$ cat config.mk
export PLATFORM = sky130hd
export DESIGN_NAME = uart_fifo_core
export DESIGN_NICKNAME = d
export VERILOG_FILES = /design/src/rtl/uart_fifo_core.sv
export SDC_FILE = /design/constraint.sdc
export NUM_CORES = 1
export LEC_CHECK = 0
export BUFFER_PORTS_ARGS = -buffer_cell sky130_fd_sc_hd__buf_2
export CAP_MARGIN = 10
export CORE_ASPECT_RATIO = 1.1
export CORE_MARGIN = 2
export CORE_UTILIZATION = 30
export DETAILED_ROUTE_END_ITERATION = 8
export GPL_ROUTABILITY_DRIVEN = 0
export GPL_TIMING_DRIVEN = 0
export SLEW_MARGIN = 30
export SYNTH_ARGS = -nofsm -noshare
export SYNTH_HDL_FRONTEND = slang
export SYNTH_SLANG_ARGS = --single-unit
export TNS_END_PERCENT = 20
$ cat constraint.sdc
create_clock -name clk -period 3.1 [get_ports clk]
set_input_delay 0.465 -clock clk [delete_from_list [all_inputs] [get_ports clk]]
set_output_delay 0.465 -clock clk [all_outputs]
set_load 0.01 [all_outputs]
$ cat src/rtl/uart_fifo_core.sv
// uart_fifo_core: oversampled UART with runtime frame format, majority-vote receiver and flagged RX FIFO
module uart_fifo_core #(
  parameter int OSR = 16,
  parameter int DIV_W = 12,
  parameter int FIFO_DEPTH = 4
) (
  input  logic                            clk,
  input  logic                            rst_n,
  input  logic [DIV_W-1:0]                baud_div,
  input  logic [1:0]                      data_len,
  input  logic                            parity_en,
  input  logic                            parity_odd,
  input  logic                            stop2,
  input  logic [7:0]                      tx_data,
  input  logic                            tx_valid,
  output logic                            tx_ready,
  output logic                            tx_out,
  output logic                            tx_busy,
  input  logic                            rx_in,
  output logic [7:0]                      rx_data,
  output logic                            rx_parity_err,
  output logic                            rx_frame_err,
  output logic                            rx_break,
  output logic                            rx_valid,
  input  logic                            rx_pop,
  output logic [$clog2(FIFO_DEPTH):0]     rx_count,
  output logic                            rx_overrun,
  input  logic                            overrun_clr
);
  localparam int TW = $clog2(OSR);
  localparam int AW = $clog2(FIFO_DEPTH);
  localparam int CW = AW + 1;
  localparam int H = OSR / 2;
  typedef enum logic [2:0] {IDLE, START, DATA, PARITY, STOP} state_t;
  logic [DIV_W-1:0] bcnt;
  logic tick;
  // >= rather than == so a smaller divider written mid-count takes effect at once
  assign tick = bcnt >= baud_div;
  always_ff @(posedge clk or negedge rst_n)
    if (!rst_n) bcnt <= '0;
    else bcnt <= tick ? '0 : bcnt + 1'b1;
  state_t ts;
  logic [TW-1:0] ttc;
  logic [7:0] tsh;
  logic [2:0] tbc;
  logic [1:0] tlen;
  logic tpe, tpar, ts2, tsec, tlast;
  assign tlast = tick && ttc == TW'(OSR - 1);
  assign tx_ready = !tx_busy;
  always_ff @(posedge clk or negedge rst_n)
    if (!rst_n) begin
      ts <= IDLE;
      ttc <= '0;
      tsh <= '0;
      tbc <= '0;
      tlen <= '0;
      tpe <= 1'b0;
      tpar <= 1'b0;
      ts2 <= 1'b0;
      tsec <= 1'b0;
      tx_out <= 1'b1;
      tx_busy <= 1'b0;
    end else begin
      if (ts != IDLE && tick) ttc <= tlast ? '0 : ttc + 1'b1;
      case (ts)
        IDLE: if (tx_valid) begin
          ts <= START;
          ttc <= '0;
          tbc <= '0;
          tsec <= 1'b0;
          tsh <= tx_data;
          tlen <= data_len;
          tpe <= parity_en;
          ts2 <= stop2;
          tpar <= ^(tx_data & (8'hff >> (2'd3 - data_len))) ^ parity_odd;
          tx_out <= 1'b0;
          tx_busy <= 1'b1;
        end
        START: if (tlast) begin
          ts <= DATA;
          tx_out <= tsh[0];
          tsh <= tsh >> 1;
        end
        DATA: if (tlast) begin
          if (tbc == {1'b0, tlen} + 3'd4) begin
            ts <= tpe ? PARITY : STOP;
            tx_out <= tpe ? tpar : 1'b1;
          end else begin
            tbc <= tbc + 1'b1;
            tx_out <= tsh[0];
            tsh <= tsh >> 1;
          end
        end
        PARITY: if (tlast) begin
          ts <= STOP;
          tx_out <= 1'b1;
        end
        STOP: if (tlast) begin
          if (ts2 && !tsec) tsec <= 1'b1;
          else begin
            ts <= IDLE;
            tx_busy <= 1'b0;
          end
        end
        default: ts <= IDLE;
      endcase
    end
  state_t rs;
  logic s1, s2, v0, v1, rpe, rodd, rpb, vote, dec, rlast, push, ferr, perr, brk;
  logic [TW-1:0] rtc;
  logic [2:0] rbc;
  logic [1:0] rlen;
  logic [7:0] rsh;
  logic [10:0] wdata;
  assign vote = (v0 & v1) | (v0 & s2) | (v1 & s2);
  assign dec = tick && rtc == TW'(H + 1);
  assign rlast = tick && rtc == TW'(OSR - 1);
  assign push = rs == STOP && dec;
  assign ferr = !vote;
  assign perr = rpe && (rpb != (^rsh ^ rodd));
  assign brk = ferr && rsh == 8'd0 && !(rpe && rpb);
  assign wdata = {brk, ferr, perr, rsh};
  always_ff @(posedge clk or negedge rst_n)
    if (!rst_n) begin
      s1 <= 1'b1;
      s2 <= 1'b1;
      rs <= IDLE;
      rtc <= '0;
      rbc <= '0;
      rlen <= '0;
      rpe <= 1'b0;
      rodd <= 1'b0;
      rpb <= 1'b0;
      v0 <= 1'b0;
      v1 <= 1'b0;
      rsh <= '0;
    end else begin
      s1 <= rx_in;
      s2 <= s1;
      if (rs != IDLE && tick) begin
        rtc <= rlast ? '0 : rtc + 1'b1;
        if (rtc == TW'(H - 1)) v0 <= s2;
        if (rtc == TW'(H)) v1 <= s2;
      end
      case (rs)
        IDLE: if (!s2) begin
          rs <= START;
          rtc <= '0;
          rbc <= '0;
          rsh <= '0;
          rpb <= 1'b0;
          rlen <= data_len;
          rpe <= parity_en;
          rodd <= parity_odd;
        end
        START: if (dec && vote) rs <= IDLE;
               else if (rlast) rs <= DATA;
        DATA: begin
          if (dec) rsh[rbc] <= vote;
          if (rlast) begin
            if (rbc == {1'b0, rlen} + 3'd4) rs <= rpe ? PARITY : STOP;
            else rbc <= rbc + 1'b1;
          end
        end
        PARITY: begin
          if (dec) rpb <= vote;
          if (rlast) rs <= STOP;
        end
        STOP: if (dec) rs <= IDLE;
        default: rs <= IDLE;
      endcase
    end
  logic [10:0] mem [FIFO_DEPTH];
  logic [10:0] head;
  logic [AW-1:0] wp, rp, nrp;
  logic [CW-1:0] cnt, ncnt;
  logic full, pop, wr;
  assign full = cnt == CW'(FIFO_DEPTH);
  assign pop = rx_pop && cnt != '0;
  assign wr = push && (!full || pop);
  assign nrp = rp + AW'(pop);
  assign ncnt = cnt + CW'(wr) - CW'(pop);
  assign rx_count = cnt;
  assign {rx_break, rx_frame_err, rx_parity_err, rx_data} = head;
  always_ff @(posedge clk)
    if (wr) mem[wp] <= wdata;
  // head is re-registered every clock; bypass covers a write landing on the next read slot
  always_ff @(posedge clk or negedge rst_n)
    if (!rst_n) begin
      wp <= '0;
      rp <= '0;
      cnt <= '0;
      head <= '0;
      rx_valid <= 1'b0;
      rx_overrun <= 1'b0;
    end else begin
      if (wr) wp <= wp + 1'b1;
      rp <= nrp;
      cnt <= ncnt;
      rx_valid <= ncnt != '0;
      head <= ncnt == '0 ? '0 : (wr && nrp == wp) ? wdata : mem[nrp];
      rx_overrun <= (rx_overrun && !overrun_clr) || (push && full && !pop);
    end
endmodule

==> run_results.csv <==
group,metric,value,unit
detailed_routing,vias_per_cell,4.67,
synth,synthCells,571,
synth,ys.flop_type,"dfrtp_1",
power_and_ir_drop,power_leakage,3.27,nW
detailed_routing,ant_nets,0,
finish,syn2layout_area_growth,24.7,%
critical_path,crit_top_cell,"ha_4",
placement,io_buffers,49,
outcome,status,"complete, but fails checks",
timing,hold_violations,0,
critical_path,cp_max_fo,6,
die,ios,50,
critical_path,rr_startpoint,"bcnt[11]",
global_routing,track_usage,12.2,%
die,core,0.0212,sq mm
global_routing,antenna_found_initial,0,
critical_path,max_stage_delay,0.47,ns
synth,yosysSeqAreaShare,53.7,%
timing,rsz0062_at_grt,"true",
clocking,cts_max_level,4,
timing,clock_skew,0.0161,ns
finish,drive_gt1_share,24.9,%
timing,finalMaxSlewViolations,0,
worst_hold_path,worstHoldStart,"rx_in",
placement,dp.cells,911,
synth,synth_edf_count,44,
outcome,violations,"negative setup slack",
critical_path,crit_path_end_kind,"register",
global_routing,grt_first_pass_wirelength,21500,microns
clocking,clock_path_buffers,2,
synth,yosysUniqueCellTypes,53,
worst_hold_path,hold_class,"input port to register",
die,die_h,158,microns
job,cap_violations,0,
critical_path,slowest_stage,"a2111o_1",
detailed_routing,drt_pre_antenna_iters,4,
global_routing,grt_remaining_overflow,0,
detailed_routing,wirelength,13000,microns
clocking,clock_latency,0.43,ns
global_routing,grt_start_max_net_pins,68,
clocking,cts_tree,"yes",
clocking,numCtsBuffers,17,
clocking,clk_pin_slew,0.07,ns
timing,setup_viol,12,
critical_path,cp.arrival,3.54,ns
detailed_routing,wl_per_cell,13.6,microns
die,initial_core_util,30.4,%
detailed_routing,drcViolationCount,0,
critical_path,r2r_cells,13,
clocking,cts-root-buf,"clkbuf_16",
synth,synthTopCellsByArea,"dfrtp_1 (32%), edfxtp_1 (21%), ha_1 (5.8%)",
finish,fin_cells,958,
synth,synth_area_per_cell,11.3,sq um
clocking,cts_sinks,129,
timing,tightest_slew,0.869,ns
finish,final_nets,717,
die,die_x,144,microns
power_and_ir_drop,ir_drop,435,uV
synth,synth_area_leader_cell,"dfrtp_1",
critical_path,r2r_slack,-0.11,ns
detailed_routing,num_vias,4470,
finish,antenna_cells,0,
critical_path,crit_type,"register to register",
critical_path,crit_chain,"ha_4, nand4_1, a2111o_1, a21oi_4, inv_2, ha_4, inv_2, ha_4, fa_2, xnor2_4, nor3_4, clkbuf_8, nor2_1",
placement,hpwl,8640,microns
die,rows,56,
critical_path,timing.rr.end,"head[3]",
finish,nFillCells,2097,
synth,synth.cell_area,0.00643,sq mm
synth,yosys_register_bits,129,
placement,dp_slack,-0.582,ns
detailed_routing,drt_iter0_markers,169,
timing,fmax,311,MHz
synth,synth.net_count,633,
power_and_ir_drop,p_per_area,788,mW/mm^2
timing,timing.slew.headroom,41.9,%
timing,min_period,3.21,ns
timing,fin_ws,-0.115,ns
global_routing,grt_pass1_vias,4321,
critical_path,required,3.42,ns
synth,yosys_warnings,0,
timing,period_share,104,%
synth,yosys.area.top_type_share,31.9,%
worst_hold_path,holdPathStages,1,
worst_hold_path,min_to,"s1",
synth,async_flop_share,65.9,%
die,die_area,0.0226,sq mm
critical_path,cp-start-kind,"register",
-- cell type report --
cell class / count / area, sq um / area share (%)
clock inverters: 15 / 163 / 2.03
multi-input cells: 382 / 2960 / 36.9
plain buffers: 18 / 88.8 / 1.11
flip-flops and latches: 129 / 3460 / 43.1
clock buffers: 17 / 425 / 5.31
repair buffers: 66 / 402 / 5.01
well taps: 290 / 363 / 4.53
inverters: 41 / 159 / 1.98
-- Yosys cell counts, types with 2 or more instances --
master and count:
o32ai_1 3, o21ai_0 34, nand2_1 49, edfxtp_1 44
a21o_1 6, inv_1 41, a21oi_2 5, dfstp_2 3
or3_1 5, mux2_2 7, o31ai_1 5, mux2i_1 21
a31oi_1 7, mux4_2 11, buf_6 2, nand4_1 10
a22oi_1 2, nand2b_1 5, nor4_1 2, and2_1 7
o211ai_1 4, ha_1 30, a211oi_1 3, nor3_1 4
xnor2_1 27, a21oi_1 26, o21a_1 4, a2111o_1 2
xor2_1 9, nor2_1 52, nor2b_1 3, and3_1 9
dfrtp_1 82, clkbuf_1 15, nand3_1 13, nand3b_1 2
-- worst max-delay path by stage --
stage / from / endpoint / slack [ns] / cells past startpoint
after floorplan: baud_div[3] / head[1] / 0.005 / 15
after global placement: baud_div[11] / head[6] / -0.56 / 15
after detailed placement: baud_div[11] / head[2] / -0.58 / 15
after CTS: bcnt[10] / head[6] / -0.16 / 13
after global routing: bcnt[9] / head[3] / -0.27 / 13
final: bcnt[11] / head[3] / -0.11 / 13
-- sequential cells by signal, indices dropped and copies added, names as in the netlist, 2 cells and up --
register	count
rsh	8
bcnt	12
mem	44
rbc	3
ttc	4
rx_count	3
tbc	3
head	11
wp	2
ts	3
rtc	4
rlen	2
tsh	8
tlen	2
rs	3
rp	2
-- cells in the final DEF (no fill, tap or decap), drive strengths merged, types with 6 or more instances in the layout --
| cell | count |
|---|---|
| nand3 | 13 |
| xor2 | 9 |
| buf | 68 |
| and3 | 9 |
| ha | 30 |
| nand4 | 10 |
| mux2i | 21 |
| clkbuf | 32 |
| and2 | 7 |
| a21oi | 32 |
| inv | 51 |
| xnor2 | 27 |
| nand2 | 49 |
| dfrtp | 82 |
| a31oi | 7 |
| edfxtp | 44 |
| a21o | 6 |
| mux4 | 11 |
| mux2 | 7 |
| o21ai | 34 |
| nor2 | 52 |
-- cells by family (layout without fill, tap and decap cells) --
family,count (synthesis),in the layout,share of synthesized area [%]
buffers and inverters,60,157,3.80
xor gates and xnor gates,36,36,4.91
AOI/OAI and AO/OA,113,113,11.4
muxes,39,39,8.35
DFF,129,129,53.7
and+or+nand+nor,163,163,11.7
adders and majority gates,31,31,6.15
-- power by group --
group,switching [mW],total (mW),internal [mW]
registers,0.230,2.32,2.09
clock network,0.891,1.97,1.08
logic,1.05,2.03,0.974
-- metal layers --
layer	GRT usage, %	share of wire, %	vias to the layer above
met5	0	0	-
met4	5.56	0.94	0
met3	2.95	3.5	8
met2	19.8	49	88
met1	15.5	46	2170
li1	-	-	2204
-- critical path: cells and delay by family, from the launching register on --
| kind | cells | cell delay, ns |
|---|---|---|
| adder cells (fa/ha/maj) | 4 | 1.07 |
| AO/OA/AOI/OAI | 2 | 0.70 |
| AND/OR/NAND/NOR | 3 | 0.43 |
| flip-flops | 1 | 0.42 |
| buffers and inverters | 3 | 0.31 |
| XOR/XNOR | 1 | 0.17 |
-- metrics by stage --
step           TNS [ns]  hold WS (ns)  power, mW  util [%]  instance area, sq um
6_report          -1.09         0.131       6.32      37.9                  8020
5_1_grt           -2.98         0.107       6.72      37.9                  8020
4_1_cts           -1.62         0.111       6.32      37.6                  7950
3_5_place_dp      -6.43         0.322       4.16      34.0                  7200
3_3_place_gp      -6.28         0.365       4.12      33.9                  7170
2_1_floorplan         0         0.169       3.69         -                  6560
-- repair_timing --
item / CTS / global route
endpoints found under the setup margin: 12 / 12
pin swaps: 5 / 10
hold buffers: 1 / 0
resized for setup: 12 / 11
cloned: 1 / 0
setup buffers: 11 / 3
endpoints found under the hold margin: 18 / 0
Power figures use the tool's default switching activity.
